--- src/rtl/sram_mbist_pkg.sv ---
// Shared types for the March C- BIST: controller states, op kinds and the element table.
// The table encodes each element's sweep direction, ops per address and data polarity.
package sram_mbist_pkg;

   localparam int NUM_ELEM = 6;
   localparam logic [2:0] LAST_ELEM = 3'(NUM_ELEM - 1);

   typedef enum logic [1:0] {
      ST_IDLE  = 2'd0,
      ST_RUN   = 2'd1,
      ST_DRAIN = 2'd2,
      ST_DONE  = 2'd3
   } state_e;

   typedef enum logic {
      OP_WR = 1'b0,
      OP_RD = 1'b1
   } op_e;

   // pol0/pol1: 0 selects the background, 1 selects its inverse.
   typedef struct packed {
      logic desc;
      logic two_ops;
      op_e  op0;
      op_e  op1;
      logic pol0;
      logic pol1;
   } elem_t;

   function automatic elem_t elem_info(input logic [2:0] idx);
      elem_t e;
      case (idx)
         3'd0:    e = '{desc: 1'b0, two_ops: 1'b0, op0: OP_WR, op1: OP_WR, pol0: 1'b0, pol1: 1'b0};
         3'd1:    e = '{desc: 1'b0, two_ops: 1'b1, op0: OP_RD, op1: OP_WR, pol0: 1'b0, pol1: 1'b1};
         3'd2:    e = '{desc: 1'b0, two_ops: 1'b1, op0: OP_RD, op1: OP_WR, pol0: 1'b1, pol1: 1'b0};
         3'd3:    e = '{desc: 1'b1, two_ops: 1'b1, op0: OP_RD, op1: OP_WR, pol0: 1'b0, pol1: 1'b1};
         3'd4:    e = '{desc: 1'b1, two_ops: 1'b1, op0: OP_RD, op1: OP_WR, pol0: 1'b1, pol1: 1'b0};
         3'd5:    e = '{desc: 1'b0, two_ops: 1'b0, op0: OP_RD, op1: OP_RD, pol0: 1'b0, pol1: 1'b0};
         default: e = '{desc: 1'b0, two_ops: 1'b0, op0: OP_WR, op1: OP_WR, pol0: 1'b0, pol1: 1'b0};
      endcase
      return e;
   endfunction

endpackage

--- src/rtl/sram_mbist_addr_gen.sv ---
// March sequencer: element index, per-address op index and up/down address counter.
// Advances one op per adv_i; load_i restarts at element 0, address 0.
module sram_mbist_addr_gen
   import sram_mbist_pkg::*;
#(
   parameter int ADDR_W = 6
) (
   input  logic              clk_i,
   input  logic              rst_ni,
   input  logic              load_i,
   input  logic              adv_i,
   output op_e               op_o,
   output logic              pol_o,
   output logic [ADDR_W-1:0] addr_o,
   output logic [2:0]        elem_o,
   output logic              test_last_o
);

   localparam logic [ADDR_W-1:0] ADDR_MAX = '1;

   logic [2:0]        elem_q, elem_d;
   logic [ADDR_W-1:0] addr_q, addr_d;
   logic              opi_q, opi_d;
   elem_t             cur, nxt;
   logic              last_op, last_addr;

   always_comb begin
      cur       = elem_info(elem_q);
      nxt       = elem_info(elem_q + 3'd1);
      last_op   = ~cur.two_ops | opi_q;
      last_addr = cur.desc ? (addr_q == '0) : (addr_q == ADDR_MAX);
      elem_d    = elem_q;
      addr_d    = addr_q;
      opi_d     = opi_q;
      if (load_i) begin
         elem_d = '0;
         addr_d = '0;
         opi_d  = 1'b0;
      end else if (adv_i) begin
         if (!last_op) begin
            opi_d = 1'b1;
         end else begin
            opi_d = 1'b0;
            if (last_addr) begin
               // next element starts at the end matching its own direction
               elem_d = elem_q + 3'd1;
               addr_d = nxt.desc ? ADDR_MAX : '0;
            end else begin
               addr_d = cur.desc ? (addr_q - 1'b1) : (addr_q + 1'b1);
            end
         end
      end
   end

   always_ff @(posedge clk_i or negedge rst_ni) begin
      if (!rst_ni) begin
         elem_q <= '0;
         addr_q <= '0;
         opi_q  <= 1'b0;
      end else begin
         elem_q <= elem_d;
         addr_q <= addr_d;
         opi_q  <= opi_d;
      end
   end

   assign op_o        = opi_q ? cur.op1 : cur.op0;
   assign pol_o       = opi_q ? cur.pol1 : cur.pol0;
   assign addr_o      = addr_q;
   assign elem_o      = elem_q;
   assign test_last_o = last_op & last_addr & (elem_q == LAST_ELEM);

endmodule

--- src/rtl/sram_mbist_1rf.sv ---
// March C- BIST controller for a single-port RF macro; functional pins pass through when idle.
// One macro op per cycle while running, read compare one cycle after issue; start ignored while busy.
module sram_mbist_1rf
   import sram_mbist_pkg::*;
#(
   parameter int              ADDR_W = 6,
   parameter int              DATA_W = 32,
   parameter logic [DATA_W-1:0] BG   = '0
) (
   input  logic              CLK,
   input  logic              RESETN,
   input  logic              bist_start,
   output logic              bist_busy,
   output logic              bist_done,
   output logic              bist_fail,
   output logic [ADDR_W-1:0] bist_fail_addr,
   output logic [2:0]        bist_fail_elem,
   output logic [7:0]        bist_err_cnt,
   input  logic              func_cen,
   input  logic              func_gwen,
   input  logic [DATA_W-1:0] func_wen,
   input  logic [ADDR_W-1:0] func_a,
   input  logic [DATA_W-1:0] func_d,
   output logic [DATA_W-1:0] func_q,
   output logic              mem_cen,
   output logic              mem_gwen,
   output logic [DATA_W-1:0] mem_wen,
   output logic [ADDR_W-1:0] mem_a,
   output logic [DATA_W-1:0] mem_d,
   input  logic [DATA_W-1:0] mem_q
);

   state_e            state_q, state_d;
   logic              start_run;
   logic              running;

   op_e               gen_op;
   logic              gen_pol;
   logic [ADDR_W-1:0] gen_addr;
   logic [2:0]        gen_elem;
   logic              gen_test_last;
   logic [DATA_W-1:0] gen_data;

   logic              rd_vld_q, rd_vld_d;
   logic [DATA_W-1:0] exp_q, exp_d;
   logic [ADDR_W-1:0] cmp_addr_q, cmp_addr_d;
   logic [2:0]        cmp_elem_q, cmp_elem_d;
   logic              miscmp;

   logic              done_q, done_d;
   logic              fail_q, fail_d;
   logic [ADDR_W-1:0] fail_addr_q, fail_addr_d;
   logic [2:0]        fail_elem_q, fail_elem_d;
   logic [7:0]        err_cnt_q, err_cnt_d;

   assign running  = (state_q == ST_RUN);
   assign gen_data = gen_pol ? ~BG : BG;

   sram_mbist_addr_gen #(
      .ADDR_W (ADDR_W)
   ) u_addr_gen (
      .clk_i       (CLK),
      .rst_ni      (RESETN),
      .load_i      (start_run),
      .adv_i       (running),
      .op_o        (gen_op),
      .pol_o       (gen_pol),
      .addr_o      (gen_addr),
      .elem_o      (gen_elem),
      .test_last_o (gen_test_last)
   );

   always_comb begin
      state_d   = state_q;
      start_run = 1'b0;
      case (state_q)
         ST_IDLE, ST_DONE: begin
            if (bist_start) begin
               state_d   = ST_RUN;
               start_run = 1'b1;
            end
         end
         ST_RUN: begin
            if (gen_test_last) state_d = ST_DRAIN;
         end
         ST_DRAIN: state_d = ST_DONE;
         default:  state_d = ST_IDLE;
      endcase
   end

   // Compare stage: the macro returns Q one cycle after the read is issued.
   always_comb begin
      rd_vld_d   = running && (gen_op == OP_RD);
      exp_d      = gen_data;
      cmp_addr_d = gen_addr;
      cmp_elem_d = gen_elem;
      miscmp     = rd_vld_q && (mem_q != exp_q);
   end

   always_comb begin
      done_d      = done_q;
      fail_d      = fail_q;
      fail_addr_d = fail_addr_q;
      fail_elem_d = fail_elem_q;
      err_cnt_d   = err_cnt_q;
      if (start_run) begin
         done_d      = 1'b0;
         fail_d      = 1'b0;
         fail_addr_d = '0;
         fail_elem_d = '0;
         err_cnt_d   = '0;
      end else begin
         if (state_q == ST_DRAIN) done_d = 1'b1;
         if (miscmp) begin
            fail_d = 1'b1;
            if (err_cnt_q != 8'hFF) err_cnt_d = err_cnt_q + 8'd1;
            if (!fail_q) begin
               fail_addr_d = cmp_addr_q;
               fail_elem_d = cmp_elem_q;
            end
         end
      end
   end

   always_ff @(posedge CLK or negedge RESETN) begin
      if (!RESETN) begin
         state_q     <= ST_IDLE;
         rd_vld_q    <= 1'b0;
         exp_q       <= '0;
         cmp_addr_q  <= '0;
         cmp_elem_q  <= '0;
         done_q      <= 1'b0;
         fail_q      <= 1'b0;
         fail_addr_q <= '0;
         fail_elem_q <= '0;
         err_cnt_q   <= '0;
      end else begin
         state_q     <= state_d;
         rd_vld_q    <= rd_vld_d;
         exp_q       <= exp_d;
         cmp_addr_q  <= cmp_addr_d;
         cmp_elem_q  <= cmp_elem_d;
         done_q      <= done_d;
         fail_q      <= fail_d;
         fail_addr_q <= fail_addr_d;
         fail_elem_q <= fail_elem_d;
         err_cnt_q   <= err_cnt_d;
      end
   end

   // Pin mux is purely combinational on state so reset hands the macro back at once.
   always_comb begin
      mem_cen  = func_cen;
      mem_gwen = func_gwen;
      mem_wen  = func_wen;
      mem_a    = func_a;
      mem_d    = func_d;
      case (state_q)
         ST_RUN: begin
            mem_cen  = 1'b0;
            mem_gwen = (gen_op == OP_RD);
            mem_wen  = (gen_op == OP_RD) ? '1 : '0;
            mem_a    = gen_addr;
            mem_d    = gen_data;
         end
         ST_DRAIN: begin
            mem_cen  = 1'b1;
            mem_gwen = 1'b1;
            mem_wen  = '1;
            mem_a    = gen_addr;
            mem_d    = BG;
         end
         default: ;
      endcase
   end

   assign func_q         = mem_q;
   assign bist_busy      = (state_q == ST_RUN) || (state_q == ST_DRAIN);
   assign bist_done      = done_q;
   assign bist_fail      = fail_q;
   assign bist_fail_addr = fail_addr_q;
   assign bist_fail_elem = fail_elem_q;
   assign bist_err_cnt   = err_cnt_q;

endmodule

--- config.mk ---
export PLATFORM = sky130hd
export DESIGN_NAME = sram_mbist_1rf
export DESIGN_NICKNAME = d
export VERILOG_FILES = /design/src/rtl/sram_mbist_pkg.sv /design/src/rtl/sram_mbist_addr_gen.sv /design/src/rtl/sram_mbist_1rf.sv
export SDC_FILE = /design/constraint.sdc
export NUM_CORES = 1
export LEC_CHECK = 0
export ABC_CLOCK_PERIOD_IN_PS = 3290
export CORE_AREA = 3 3 89 91
export CTS_BUF_LIST = sky130_fd_sc_hd__clkbuf_4 sky130_fd_sc_hd__clkbuf_8
export CTS_CLUSTER_DIAMETER = 80
export DETAILED_ROUTE_END_ITERATION = 12
export DIE_AREA = 0 0 92 94
export DONT_BUFFER_PORTS = 1
export GPL_ROUTABILITY_DRIVEN = 0
export PLACE_DENSITY_LB_ADDON = 0.08
export SLEW_MARGIN = 20
export SYNTH_ARGS = -nofsm -noshare
export SYNTH_HDL_FRONTEND = slang
export SYNTH_SLANG_ARGS = --single-unit
--- constraint.sdc ---
create_clock -name CLK -period 3.29 [get_ports CLK]
set_input_delay 0.658 -clock CLK [delete_from_list [all_inputs] [get_ports CLK]]
set_output_delay 0.658 -clock CLK [all_outputs]
set_load 0.005 [all_outputs]
### Yosys cells after proc, flatten, opt, wreduce, memory -nomap -nowiden

Index checks and enable logic that the tools add are counted.

* flip-flop bits (word level): 73
* word-level logic and storage cells: 101
* input port bits: 107
* output and inout port bits: 124

* bitwise logic cells: 4
* multiplexer cells: 43
* eq/ne operators: 19
* reduce and logical (&&, ||, !) cells: 18
* add/subtract/negate cells: 4

Operators by type and width (count)
* 32-bit case mux with 2 select lines: 2
* 32-bit two-way mux: 2
* 6-bit two-way mux: 10
* 6-bit case mux with 5 select lines: 2
* 32-bit inequality test: 1
* 8-bit two-way mux: 3
* 3-bit two-way mux: 7
* 3-bit by 2-bit equality test with 1-bit output, second input constant: 4
* 3-bit equality test, second input constant: 4
* 1-bit two-way mux: 12
* 2-bit nonzero test: 6
* 8-bit by 1-bit adder with 8-bit output, second input constant: 1
* 8-bit inequality test, second input constant: 1
* 2-bit AND reduction: 4
* 6-bit by 1-bit adder with 6-bit output, second input constant: 1
* 3-bit by 1-bit equality test with 1-bit output, second input constant: 2
* 6-bit equality test, second input constant: 1
* 6-bit zero test: 1
* 2-bit case mux with 3 select lines: 1
* 6-bit by 1-bit subtractor with 6-bit output, second input constant: 1
* 2-bit equality test, second input constant: 2
* 2-bit two-way mux: 2
* 2-bit inequality test, second input constant: 2
* 1-bit case mux with 2 select lines: 2
* other kinds (11): 14

### Longest topological paths before layout

* word-level depth: 8
* depth in mapped cells: 12
* gate-level depth less buffers: 12

### By module

From an unflattened synthesis, not the netlist that was laid out.

* cells, all modules: 412
* area total of the unflattened synthesis: 3409.5 um^2

By module, submodules not included
* sram_mbist_1rf: instances 1, area an instance 2439.8 um^2, seq. area each 800.8 um^2, cells an instance 303
* sram_mbist_addr_gen: instances 1, area an instance 969.7 um^2, seq. area each 250.2 um^2, cells an instance 109

### Worst setup path after synthesis

OpenSTA, ideal clock, no wires.

* path type: register -> register
* from: reg u_addr_gen.elem_q[0] (netlist: u_addr_gen.elem_o[0])
* to: reg u_addr_gen.addr_q[5] (netlist: u_addr_gen.addr_o[5])
* stages on the path, launching flop included: 13
* setup slack: 0.412 ns
* buffers on the path: 0
* setup time: 0.121 ns
* period minus slack after synthesis: 2.878 ns
* arrival: 2.757 ns
* cells stage by stage: dfrtp_1 > ha_1 > ha_1 > nor3_1 > a2bb2oi_2 > inv_1 > ha_1 > a211oi_1 > o21bai_1 > a21oi_1 > xnor2_1 > a21o_1 > a22o_1

* cells in the longest elaborated chain, start to end: 8

Ends and longest elaborated chain
* from (decl): line sram_mbist_addr_gen.sv:21 `logic [2:0] elem_q, elem_d;`
* from (signal assigned): line sram_mbist_addr_gen.sv:61 `elem_q <= elem_d;`
* 3-bit by 1-bit adder with 3-bit output: line sram_mbist_addr_gen.sv:29 `nxt = elem_info(elem_q + 3'd1);`
* 3-bit equality test (tied with other cells): line sram_mbist_pkg.sv:32 `case (idx)`
* 6-bit case mux with 5 select lines: line sram_mbist_pkg.sv:32
* 6-bit two-way mux: line sram_mbist_addr_gen.sv:47 `addr_d = nxt.desc ? ADDR_MAX : '0;`
* 6-bit two-way mux: line sram_mbist_addr_gen.sv:44 `if (last_addr) begin`
* 6-bit two-way mux: line sram_mbist_addr_gen.sv:40 `if (!last_op) begin`
* 6-bit two-way mux: line sram_mbist_addr_gen.sv:39 `end else if (adv_i) begin`
* 6-bit two-way mux: line sram_mbist_addr_gen.sv:35 `if (load_i) begin`
* to (signal assigned): line sram_mbist_addr_gen.sv:62 `addr_q <= addr_d;`
* to (decl): line sram_mbist_addr_gen.sv:22 `logic [ADDR_W-1:0] addr_q, addr_d;`

Parallel ways exist; a longest one is shown, timed or not. The select of a mux whose other input is x is not followed.
A chain may end at the register's enable or synchronous reset.

### Final worst setup path

Same ends and word-level chain as after synthesis.

==> impl_metrics.toml <==
[timing]
min_period_ps = 2960
fin_skew_ps = 6.98
finalHoldViolations = 0
grt_setup_unrepaired = "no"
setup_tns_ps = 0
finalSetupViolations = 0
worst_pin_slew_ps = 538
final-max-slew-violation-count = 0
max_freq_ghz = 0.338
worst_slack_ps = 330
post-route-period-util_pct = 90.0
maxSlewHeadroom_pct = 64.0

[setup_path]
reg2reg_slack_ps = 330
critical_path.startpoint = "u_addr_gen.elem_o[0]"
cp_common_cell = "ha_1"
cp.required_ps = 3480
critPathKind = "register to register"
r2r-start = "u_addr_gen.elem_o[0]"
cp_data_arrival_time_ps = 3150
critPathMaxFanout = 5
cp_top_family = "compound AO/OA/AOI/OAI gates"
timing.rr.end = "u_addr_gen.addr_o[5]"
worst-r2r-cell-count = 12
crit_slowest_cell = "dfrtp_1"
slowest_delay_ps = 420
cp-start-kind = "register"
crit_buf_inv = 1
path_cells = "ha_1 > ha_1 > nor3_2 > a2bb2oi_2 > inv_1 > ha_1 > a211oi_1 > o21bai_1 > a21oi_1 > xnor2_1 > a21o_1 > a22o_1"
cp-end-kind = "register"

[run]
drv_cap = 0

[clock_tree]
cts_sinks = 42
numCtsBuffers = 5
insertion_delay_ps = 290
cts_buffer_depth = 2
cts_root_buffer = "clkbuf_8"
cts_tree = "yes"
ctsHoldBuffers = 0
htree_levels = 2
clk_pin_slew_ps = 80

[global_routing]
grt_usage_pct = 20.9
use_met2_pct = 36.6
grt_util_met1_pct = 21.6
overflow = 0
grt_max_degree = 55
top_usage_layer = "met2"
grt_pass1_wl_um = 13600
antenna_found_initial = 8
first_global_vias = 2425
grt_use_met3_pct = 4.57

[logic_synthesis]
syn-num-nets = 515
synth_cell_types = 47
synth_edf_count = 0
synth_warnings = 0
syn_area_um2 = 3190
syn_area_per_cell_um2 = 8.10
synth_flop_cell = "dfrtp_1"
synthCells = 394
ys_seq_area_share_pct = 32.9
ys_async_sr_fraction_pct = 100
synth_seq_cells = 42

[pwr]
power_density_nw_per_um2 = 762
ir_drop_mv = 0.506
power.leakage_nw = 1.75

[layout]
syn_to_final_growth_pct = 0.314
drive_above_1_share_pct = 9.78
nNetsFinal = 478

[floorplan]
design.core.area_um2 = 7210
dieArea_um2 = 8650
die_x_um = 92
core.rowCount = 31
die_h_um = 94
ios = 231
initial_core_util_pct = 44.2

[route]
drtIter0Drc = 100
viasPerCell = 5.63
wl_per_cell_um = 20.6
antenna_left = 0
vias = 2619
routed_wl_um = 9560
drc = 0
first_pass_iters = 6

[place]
port_buffers = 0
dpl.hpwl_um = 7650
post-place-ws_ps = 298

[run_status]
status = "complete, no violations"

[hold_path]
min_path_type = "input pin to async pin"
## placed cells by master, fill, tap and decap left out, drive strengths merged, types with 2 or more instances in the layout
master / count
o21a: 3
mux2i: 5
a211oi: 4
diode: 8
dfrtp: 42
a22o: 5
nand4: 5
buf: 8
or3: 8
xnor2: 3
clkbuf: 6
nand2b: 3
ha: 13
o211ai: 2
nor4: 5
a21o: 36
inv: 13
nor3: 6
o22ai: 2
nand3: 21
nor2: 17
mux2: 8
or4: 5
nand2: 88
a21oi: 9
xor2: 2
o21ai: 24
## flip-flops by register name (all words and copies together), names as in the netlist
name               flops
u_addr_gen.addr_o      6
exp_q                  1
bist_fail_addr         6
u_addr_gen.elem_o      3
cmp_elem_q             3
state_q                2
bist_fail              1
cmp_addr_q             6
u_addr_gen.opi_q       1
rd_vld_q               1
bist_err_cnt           8
bist_fail_elem         3
bist_done              1
## cell families (layout without fill, tap and decap cells)
family	count (synthesis)	in the layout	share of synthesized area [%]
AO/OA/AOI/OAI	91	91	20.1
XOR/XNOR	5	5	1.37
adder cells (fa/ha/maj)	14	14	5.73
buffers and inverters	65	29	11.9
flip-flops	42	42	32.9
multiplexers	13	13	4.39
other	0	8	0
AND/OR/NAND/NOR	164	164	23.6
## final cells by class
cell class / count / area (um2)
clock buffer: 6 / 76.3
inverter: 13 / 48.8
antenna: 8 / 20.0
multi-input combinational: 287 / 1770
clock inverter: 2 / 37.5
fill: 722 / 4010
timing repair buffer: 8 / 72.6
tap: 99 / 124
sequential: 42 / 1050
## metal layers
metal | vias to the layer above | wire length [um]
met5 | - | 0
met4 | 0 | 382
met3 | 23 | 518
met2 | 131 | 5150
met1 | 1202 | 3520
li1 | 1263 | -
## per-stage QoR
stage	std cells	total power [mW]	instance area [um2]	utilization (%)	hold WS (ps)
3_3_place_gp	449	2.03	3060	42.4	363
6_report	465	2.44	3200	44.4	51.4
4_1_cts	457	2.46	3180	44.0	38.3
2_1_floorplan	394	1.75	3190	-	362
3_5_place_dp	449	2.03	3060	42.4	364
5_1_grt	465	2.61	3200	44.4	31.5
## where the power goes
| part | internal (mW) | total, mW | switching (mW) |
|---|---|---|---|
| logic | 0.522 | 1.40 | 0.876 |
| clock network | 0.235 | 0.413 | 0.178 |
| registers | 0.566 | 0.627 | 0.0608 |
| total | 1.32 | 2.44 | 1.11 |
## worst max-delay path by stage
stage | to | depth (start not counted)
2_1_floorplan | u_addr_gen.addr_o[5] | 12
3_3_place_gp | u_addr_gen.addr_o[5] | 12
3_5_place_dp | u_addr_gen.addr_o[5] | 12
4_1_cts | mem_wen[26] | 9
5_1_grt | u_addr_gen.addr_o[5] | 12
6_report | u_addr_gen.addr_o[5] | 12
## synth_stat cells, types with 6 or more instances
library cell	count	area (um2)
clkbuf_1	18	67.6
nand3_1	21	105
nor2_1	17	63.8
buf_4	32	240
ha_1	13	163
o21ai_1	19	95.1
a21o_1	36	270
inv_1	12	45.0
or3_1	8	50.1
nor3_1	6	30.0
mux2_2	8	90.1
a21oi_1	9	45.0
nand2_1	88	330
dfrtp_1	42	1050
## what timing repair did
item / CTS / global route
setup buffers: 0 / 0
setup endpoints to repair: 0 / 1
resized for setup: 0 / 1
## worst register-to-register path: stages, from the launching register on
cell,delay (ps)
dfrtp_1,420
ha_1,250
ha_1,240
nor3_2,240
a2bb2oi_2,190
inv_1,130
ha_1,310
a211oi_1,270
o21bai_1,120
a21oi_1,190
xnor2_1,110
a21o_1,180
a22o_1,210
Power figures use the tool's default switching activity.
